`src/rtl/cpu_mem_pkg.sv`:
```
// Shared definitions for the CPU/host memory arbiter: default widths,
// the sequencing FSM state set and the port owner encoding.
package cpu_mem_pkg;

  localparam int ADDR_W = 10;
  localparam int DATA_W = 16;

  typedef enum logic [2:0] {
    IDLE  = 3'd0,
    ACC1  = 3'd1,
    WAIT1 = 3'd2,
    ACC2  = 3'd3,
    WAIT2 = 3'd4
  } state_e;

  typedef enum logic {
    OWN_CPU = 1'b0,
    OWN_HST = 1'b1
  } owner_e;

endpackage

```
`src/rtl/rr_arb2.sv`:
```
// Two-way round-robin selector. Bit 0 is the CPU, bit 1 the host.
// A lone requester wins outright; on a tie the port not granted last wins.
module rr_arb2
  import cpu_mem_pkg::*;
(
  input  logic [1:0] req,
  input  owner_e     last,
  output logic [1:0] grant
);

  // one-hot grant from the current requests and the previous winner
  always_comb begin
    grant = 2'b00;
    case (req)
      2'b01:   grant = 2'b01;
      2'b10:   grant = 2'b10;
      2'b11:   grant = (last == OWN_CPU) ? 2'b10 : 2'b01;
      default: grant = 2'b00;
    endcase
  end

endmodule

```
`src/rtl/mem_arbiter.sv`:
```
// Shares one synchronous-read memory between a CPU port (direct or
// indirect access) and a host/loader port (direct only).
//
// state | meaning
// IDLE  | waiting for a request; accepts one, issues the first access
// ACC1  | first access in flight at the memory
// WAIT1 | first read data on mem_rdata (result or pointer)
// ACC2  | indirect access to the effective address in flight
// WAIT2 | indirect read data on mem_rdata
module mem_arbiter
  import cpu_mem_pkg::*;
#(
  parameter int ADDR_W = cpu_mem_pkg::ADDR_W,
  parameter int DATA_W = cpu_mem_pkg::DATA_W
) (
  input  logic              clk,
  input  logic              rst,
  input  logic              cpu_req,
  input  logic              cpu_wr,
  input  logic              cpu_ind,
  input  logic [ADDR_W-1:0] cpu_addr,
  input  logic [DATA_W-1:0] cpu_wdata,
  output logic              cpu_gnt,
  output logic              cpu_rvalid,
  output logic [DATA_W-1:0] cpu_rdata,
  input  logic              hst_req,
  input  logic              hst_wr,
  input  logic [ADDR_W-1:0] hst_addr,
  input  logic [DATA_W-1:0] hst_wdata,
  output logic              hst_gnt,
  output logic              hst_rvalid,
  output logic [DATA_W-1:0] hst_rdata,
  output logic              mem_en,
  output logic              mem_we,
  output logic [ADDR_W-1:0] mem_addr,
  output logic [DATA_W-1:0] mem_wdata,
  input  logic [DATA_W-1:0] mem_rdata
);

  state_e            state_q, state_n;
  owner_e            owner_q, owner_n;
  owner_e            last_q, last_n;
  logic              wr_q, wr_n;
  logic              ind_q, ind_n;
  logic              mem_en_n, mem_we_n;
  logic [ADDR_W-1:0] mem_addr_n;
  logic [DATA_W-1:0] mem_wdata_n;
  logic              cpu_gnt_n, hst_gnt_n;
  logic              cpu_rvalid_n, hst_rvalid_n;
  logic [DATA_W-1:0] cpu_rdata_n, hst_rdata_n;
  logic [1:0]        grant;

  rr_arb2 u_rr_arb2 (
    .req   ({hst_req, cpu_req}),
    .last  (last_q),
    .grant (grant)
  );

  // state and all registered outputs; reset abandons any access in flight
  always_ff @(posedge clk) begin
    if (rst) begin
      state_q    <= IDLE;
      owner_q    <= OWN_CPU;
      last_q     <= OWN_HST;
      wr_q       <= 1'b0;
      ind_q      <= 1'b0;
      mem_en     <= 1'b0;
      mem_we     <= 1'b0;
      mem_addr   <= '0;
      mem_wdata  <= '0;
      cpu_gnt    <= 1'b0;
      hst_gnt    <= 1'b0;
      cpu_rvalid <= 1'b0;
      hst_rvalid <= 1'b0;
      cpu_rdata  <= '0;
      hst_rdata  <= '0;
    end else begin
      state_q    <= state_n;
      owner_q    <= owner_n;
      last_q     <= last_n;
      wr_q       <= wr_n;
      ind_q      <= ind_n;
      mem_en     <= mem_en_n;
      mem_we     <= mem_we_n;
      mem_addr   <= mem_addr_n;
      mem_wdata  <= mem_wdata_n;
      cpu_gnt    <= cpu_gnt_n;
      hst_gnt    <= hst_gnt_n;
      cpu_rvalid <= cpu_rvalid_n;
      hst_rvalid <= hst_rvalid_n;
      cpu_rdata  <= cpu_rdata_n;
      hst_rdata  <= hst_rdata_n;
    end
  end

  // next state and next register values; strobes default low, data holds
  always_comb begin
    state_n      = state_q;
    owner_n      = owner_q;
    last_n       = last_q;
    wr_n         = wr_q;
    ind_n        = ind_q;
    mem_en_n     = 1'b0;
    mem_we_n     = 1'b0;
    mem_addr_n   = mem_addr;
    mem_wdata_n  = mem_wdata;
    cpu_gnt_n    = 1'b0;
    hst_gnt_n    = 1'b0;
    cpu_rvalid_n = 1'b0;
    hst_rvalid_n = 1'b0;
    cpu_rdata_n  = cpu_rdata;
    hst_rdata_n  = hst_rdata;

    case (state_q)
      IDLE: begin
        if (grant[0]) begin
          owner_n     = OWN_CPU;
          last_n      = OWN_CPU;
          wr_n        = cpu_wr;
          ind_n       = cpu_ind;
          cpu_gnt_n   = 1'b1;
          mem_en_n    = 1'b1;
          mem_we_n    = cpu_wr & ~cpu_ind;
          mem_addr_n  = cpu_addr;
          mem_wdata_n = cpu_wdata;
          state_n     = ACC1;
        end else if (grant[1]) begin
          owner_n     = OWN_HST;
          last_n      = OWN_HST;
          wr_n        = hst_wr;
          ind_n       = 1'b0;
          hst_gnt_n   = 1'b1;
          mem_en_n    = 1'b1;
          mem_we_n    = hst_wr;
          mem_addr_n  = hst_addr;
          mem_wdata_n = hst_wdata;
          state_n     = ACC1;
        end
      end
      ACC1: state_n = (wr_q && !ind_q) ? IDLE : WAIT1;
      WAIT1: begin
        if (ind_q) begin
          // pointer word: only the low address bits are meaningful
          mem_en_n   = 1'b1;
          mem_we_n   = wr_q;
          mem_addr_n = mem_rdata[ADDR_W-1:0];
          state_n    = ACC2;
        end else begin
          if (owner_q == OWN_CPU) begin
            cpu_rvalid_n = 1'b1;
            cpu_rdata_n  = mem_rdata;
          end else begin
            hst_rvalid_n = 1'b1;
            hst_rdata_n  = mem_rdata;
          end
          state_n = IDLE;
        end
      end
      ACC2: state_n = wr_q ? IDLE : WAIT2;
      WAIT2: begin
        if (owner_q == OWN_CPU) begin
          cpu_rvalid_n = 1'b1;
          cpu_rdata_n  = mem_rdata;
        end else begin
          hst_rvalid_n = 1'b1;
          hst_rdata_n  = mem_rdata;
        end
        state_n = IDLE;
      end
      default: state_n = IDLE;
    endcase
  end

endmodule

```
`config.mk`:
```
export PLATFORM = sky130hd
export DESIGN_NAME = mem_arbiter
export DESIGN_NICKNAME = d
export VERILOG_FILES = /design/src/rtl/cpu_mem_pkg.sv /design/src/rtl/rr_arb2.sv /design/src/rtl/mem_arbiter.sv
export SDC_FILE = /design/constraint.sdc
export NUM_CORES = 1
export LEC_CHECK = 0
export CORE_MARGIN = 1.5
export CORE_UTILIZATION = 36
export CTS_CLUSTER_SIZE = 12
export DETAILED_ROUTE_END_ITERATION = 12
export GPL_ROUTABILITY_DRIVEN = 0
export HOLD_SLACK_MARGIN = 0.12
export PLACE_DENSITY = 0.76
export SLEW_MARGIN = 20
export SYNTH_ARGS = -nofsm -noshare
export SYNTH_HDL_FRONTEND = slang
export SYNTH_SLANG_ARGS = --single-unit
```
`constraint.sdc`:
```
create_clock -name clk -period 1.7 [get_ports clk]
set_input_delay 0.34 -clock clk [delete_from_list [all_inputs] [get_ports clk]]
set_output_delay 0.34 -clock clk [all_outputs]
set_load 0.02 [all_outputs]
```
==> key figures <==
Status
  • Outcome: finished, final reports clean

Setup path
  • Crit-path cells: clkdlybuf4s50_1
  • Critical Path AT: between 1 and 1.5 ns
  • CP endpoint kind: output port
  • CP bufs+invs: 1
  • Crit Path Category: flip-flop to output port
  • Worst-path maximum fanout: 2
  • CP top delay family: buffers and inverters
  • Critical path's slowest cell: clkdlybuf4s50_1
  • CP Launch Type: flip-flop
  • Critical path's largest stage delay: roughly 0.64 ns
  • WP data required: about 1.4 ns
  • Cell depth of the worst setup path: 1
  • R2R depth: 5

Timing
  • Slew headroom: 75.6%
  • Min Tclk post-route: between 1.5 and 2 ns
  • FMAX: 0.607 GHz
  • Max-slew violations: 0
  • Hold Fails Final Rpt: 0
  • Final worst setup slack: between 0.05 and 0.06 ns
  • # setup viols final: 0
  • Unrepaired setup endpoints after global routing: no
  • Final Hold Slack: ~0.46 ns
  • Final Cycle Share: between 90 and 100%
  • Actual slew at the worst max-slew pin: around 0.37 ns
  • Layout Skew: around 0.009 ns

Clocking
  • Root Buffer: clkbuf_8
  • CTS H-tree depth: 3
  • Hold buffers post-CTS: 0
  • Max Buffers Root-to-Sink: 2
  • TritonCTS clock tree: done
  • CTS buffer count: 9
  • # clock sinks: between 70 and 80
  • Clk_lat worst skew: 0.33 ns
  • Clk slew on worst S/H paths: 0.08 ns

Global route
  • Gr usage total: a little under a fifth
  • Grt ovf: 0
  • GR Util met1: 23.0%
  • Pin count of the biggest net entering global routing: 35
  • Initial antenna violation count: 0
  • First-pass GRT wire length: around 12,000 um
  • Met2 Use GR: 31.3%
  • Vias in the first global route: 2,670
  • Met3 Use GR: around 5.1%
  • GR peak layer: met2

Floorplanning
  • Chip height: around 92 um
  • Core footprint: 0.00769 mm2
  • Initial Utilization: a little under two fifths
  • Ports: ~140
  • Cell row count: 32
  • Die Width: between 90 and 100 um
  • DIE AREA: approximately 0.0084 mm2

Place
  • Port Buf Inserts: around 140
  • Place WS: -0.329 ns
  • Dpl hpwl: between 5000 and 6000 um
  • Post-DP Area: 0.00452 mm2

Yosys
  • Area contributors post-synth: dfxtp_1, mux2i_1, nor2_1, a221o_1, and2_1
  • Post-synth top area share: 50.1%
  • YS warnings: 0
  • Synthesized area per cell: a little over 10 um2
  • Mapped Cells: roughly 280
  • Synthesis-stage register bit count: 71
  • Cell Area, Synth: approximately 0.0028 mm2
  • Synth unique cells: 37
  • Synth area leader: dfxtp_1
  • Mapped Nets: between 300 and 400
  • Post-synthesis sequential area ratio: ~50%

Route
  • Routed vias: ~2,600
  • Remaining antenna violation count after routing: 0
  • DR iter-0 viols: 66
  • Vias per inst: a little under 5
  • DRC: 0
  • Final wirelength: slightly below 8000 um
  • Initial DRT Pass Iterations: 4
  • Routed WL per cell: around 14 um

Layout
  • Leading cell types in the layout, fill and taps excluded: clkdlybuf4s50_1, dfxtp_1, nor2_1
  • Final nets: about 520
  • Layout fillers: 672
  • Area delta synth->final: 66.8%
  • Inserted Diodes: 0
  • Layout cell share with drive strength beyond 1: a little under an eighth
  • Non-Filler Cell Area, Final: between 0.004 and 0.005 mm2
  • Most common library cell in the layout ignoring fill and taps: clkdlybuf4s50_1

Pwr
  • Total Power: 0.00419 W
  • Power density of the placed cells: approximately 890 mW/mm2
  • Peak VDD IR: 0.415 mV
  • Lkg Pwr: 1.93 nW

Run
  • MaxCap Viol Count: 0

Worst hold path
  • WHS Path Cells: 2
  • Hold WC Path Type: flip-flop to flip-flop
[flip-flops by register name, indices dropped and copies added (netlist names)]
| signal | cells |
|---|---|
| hst_gnt | 1 |
| cpu_rvalid | 1 |
| cpu_rdata | 16 |
| mem_we | 1 |
| ind_q | 1 |
| mem_wdata | 16 |
| last_q | 1 |
| mem_en | 1 |
| owner_q | 1 |
| mem_addr | 10 |
| state_q | 3 |
| hst_rdata | 16 |
| cpu_gnt | 1 |
| wr_q | 1 |
| hst_rvalid | 1 |
[repair_timing]
| action | 4_1_cts | 5_1_grt |
|---|---|---|
| buffers inserted | 0 | 0 |
| endpoints found under the setup margin | 0 | 16 |
| resized for setup | 0 | 4 |
[per-layer routing]
metal / wire, um / up-vias
met1: 3460 / 1194
met5: 0 / -
met2: 3600 / 113
met4: 105 / 0
met3: 565 / 9
li1: - / 1323
[synth_stat cells (all sizes together)]
library cell	n
a2111oi	1
a211o	2
a211oi	13
a21o	2
a21oi	2
a221o	16
a22o	1
a311oi	1
a31oi	1
a32oi	1
and2	17
and3	10
buf	8
clkbuf	11
dfxtp	71
inv	15
mux2i	32
nand2	4
nand2b	2
nand3	1
nand3b	1
nand4b	1
nor2	47
nor2b	2
nor3	2
nor4	3
o21bai	1
o32ai	10
or2	1
or3	1
or3b	1
[power breakdown]
group	switching (W)	internal (W)
logic	0.000445	0.000562
clock network	0.000609	0.000716
registers	0.0000713	0.00179
total	0.00113	0.00306
[kinds of logic after synthesis]
group	count (synthesis)	synth area share (%)
muxes	32	11.3
AOI/OAI and AO/OA	51	16.4
buffers and inverters	34	5.82
DFF	71	50.1
and+or+nand+nor	93	16.4
[path summary, 6_finish.rpt]
kind	to	start	slack, ns
max	mem_addr[0]	mem_addr[0]$_SDFFE_PP0P_	0.05
min	mem_addr[7]$_SDFFE_PP0P_	mem_addr[7]$_SDFFE_PP0P_	0.46
max reg2reg	cpu_rdata[3]$_SDFFE_PP0P_	state_q[1]$_SDFFE_PP0P_	0.10
min reg2reg	mem_addr[7]$_SDFFE_PP0P_	mem_addr[7]$_SDFFE_PP0P_	0.46
[metrics by stage]
stage / instances / setup TNS (ns) / utilization [%]
after global routing: 548 / 0 / 61.6
final: 548 / 0 / 61.6
after CTS: 548 / 0 / 61.4
after floorplan: 281 / 0 / -
after global placement: 532 / -5.89 / 58.8
after detailed placement: 532 / -7.77 / 58.8
[layout make-up]
class,count,area [um2],share of cell area [%]
multi-input combinational,176,1270,26.8
tap,102,128,2.70
sequential,71,1420,30.0
timing repair buffer,168,1660,35.1
clock inverter,5,57.6,1.22
clock buffer,11,141,2.99
inverter,15,56.3,1.19
Note: power is estimated with default switching activity, not from simulation.
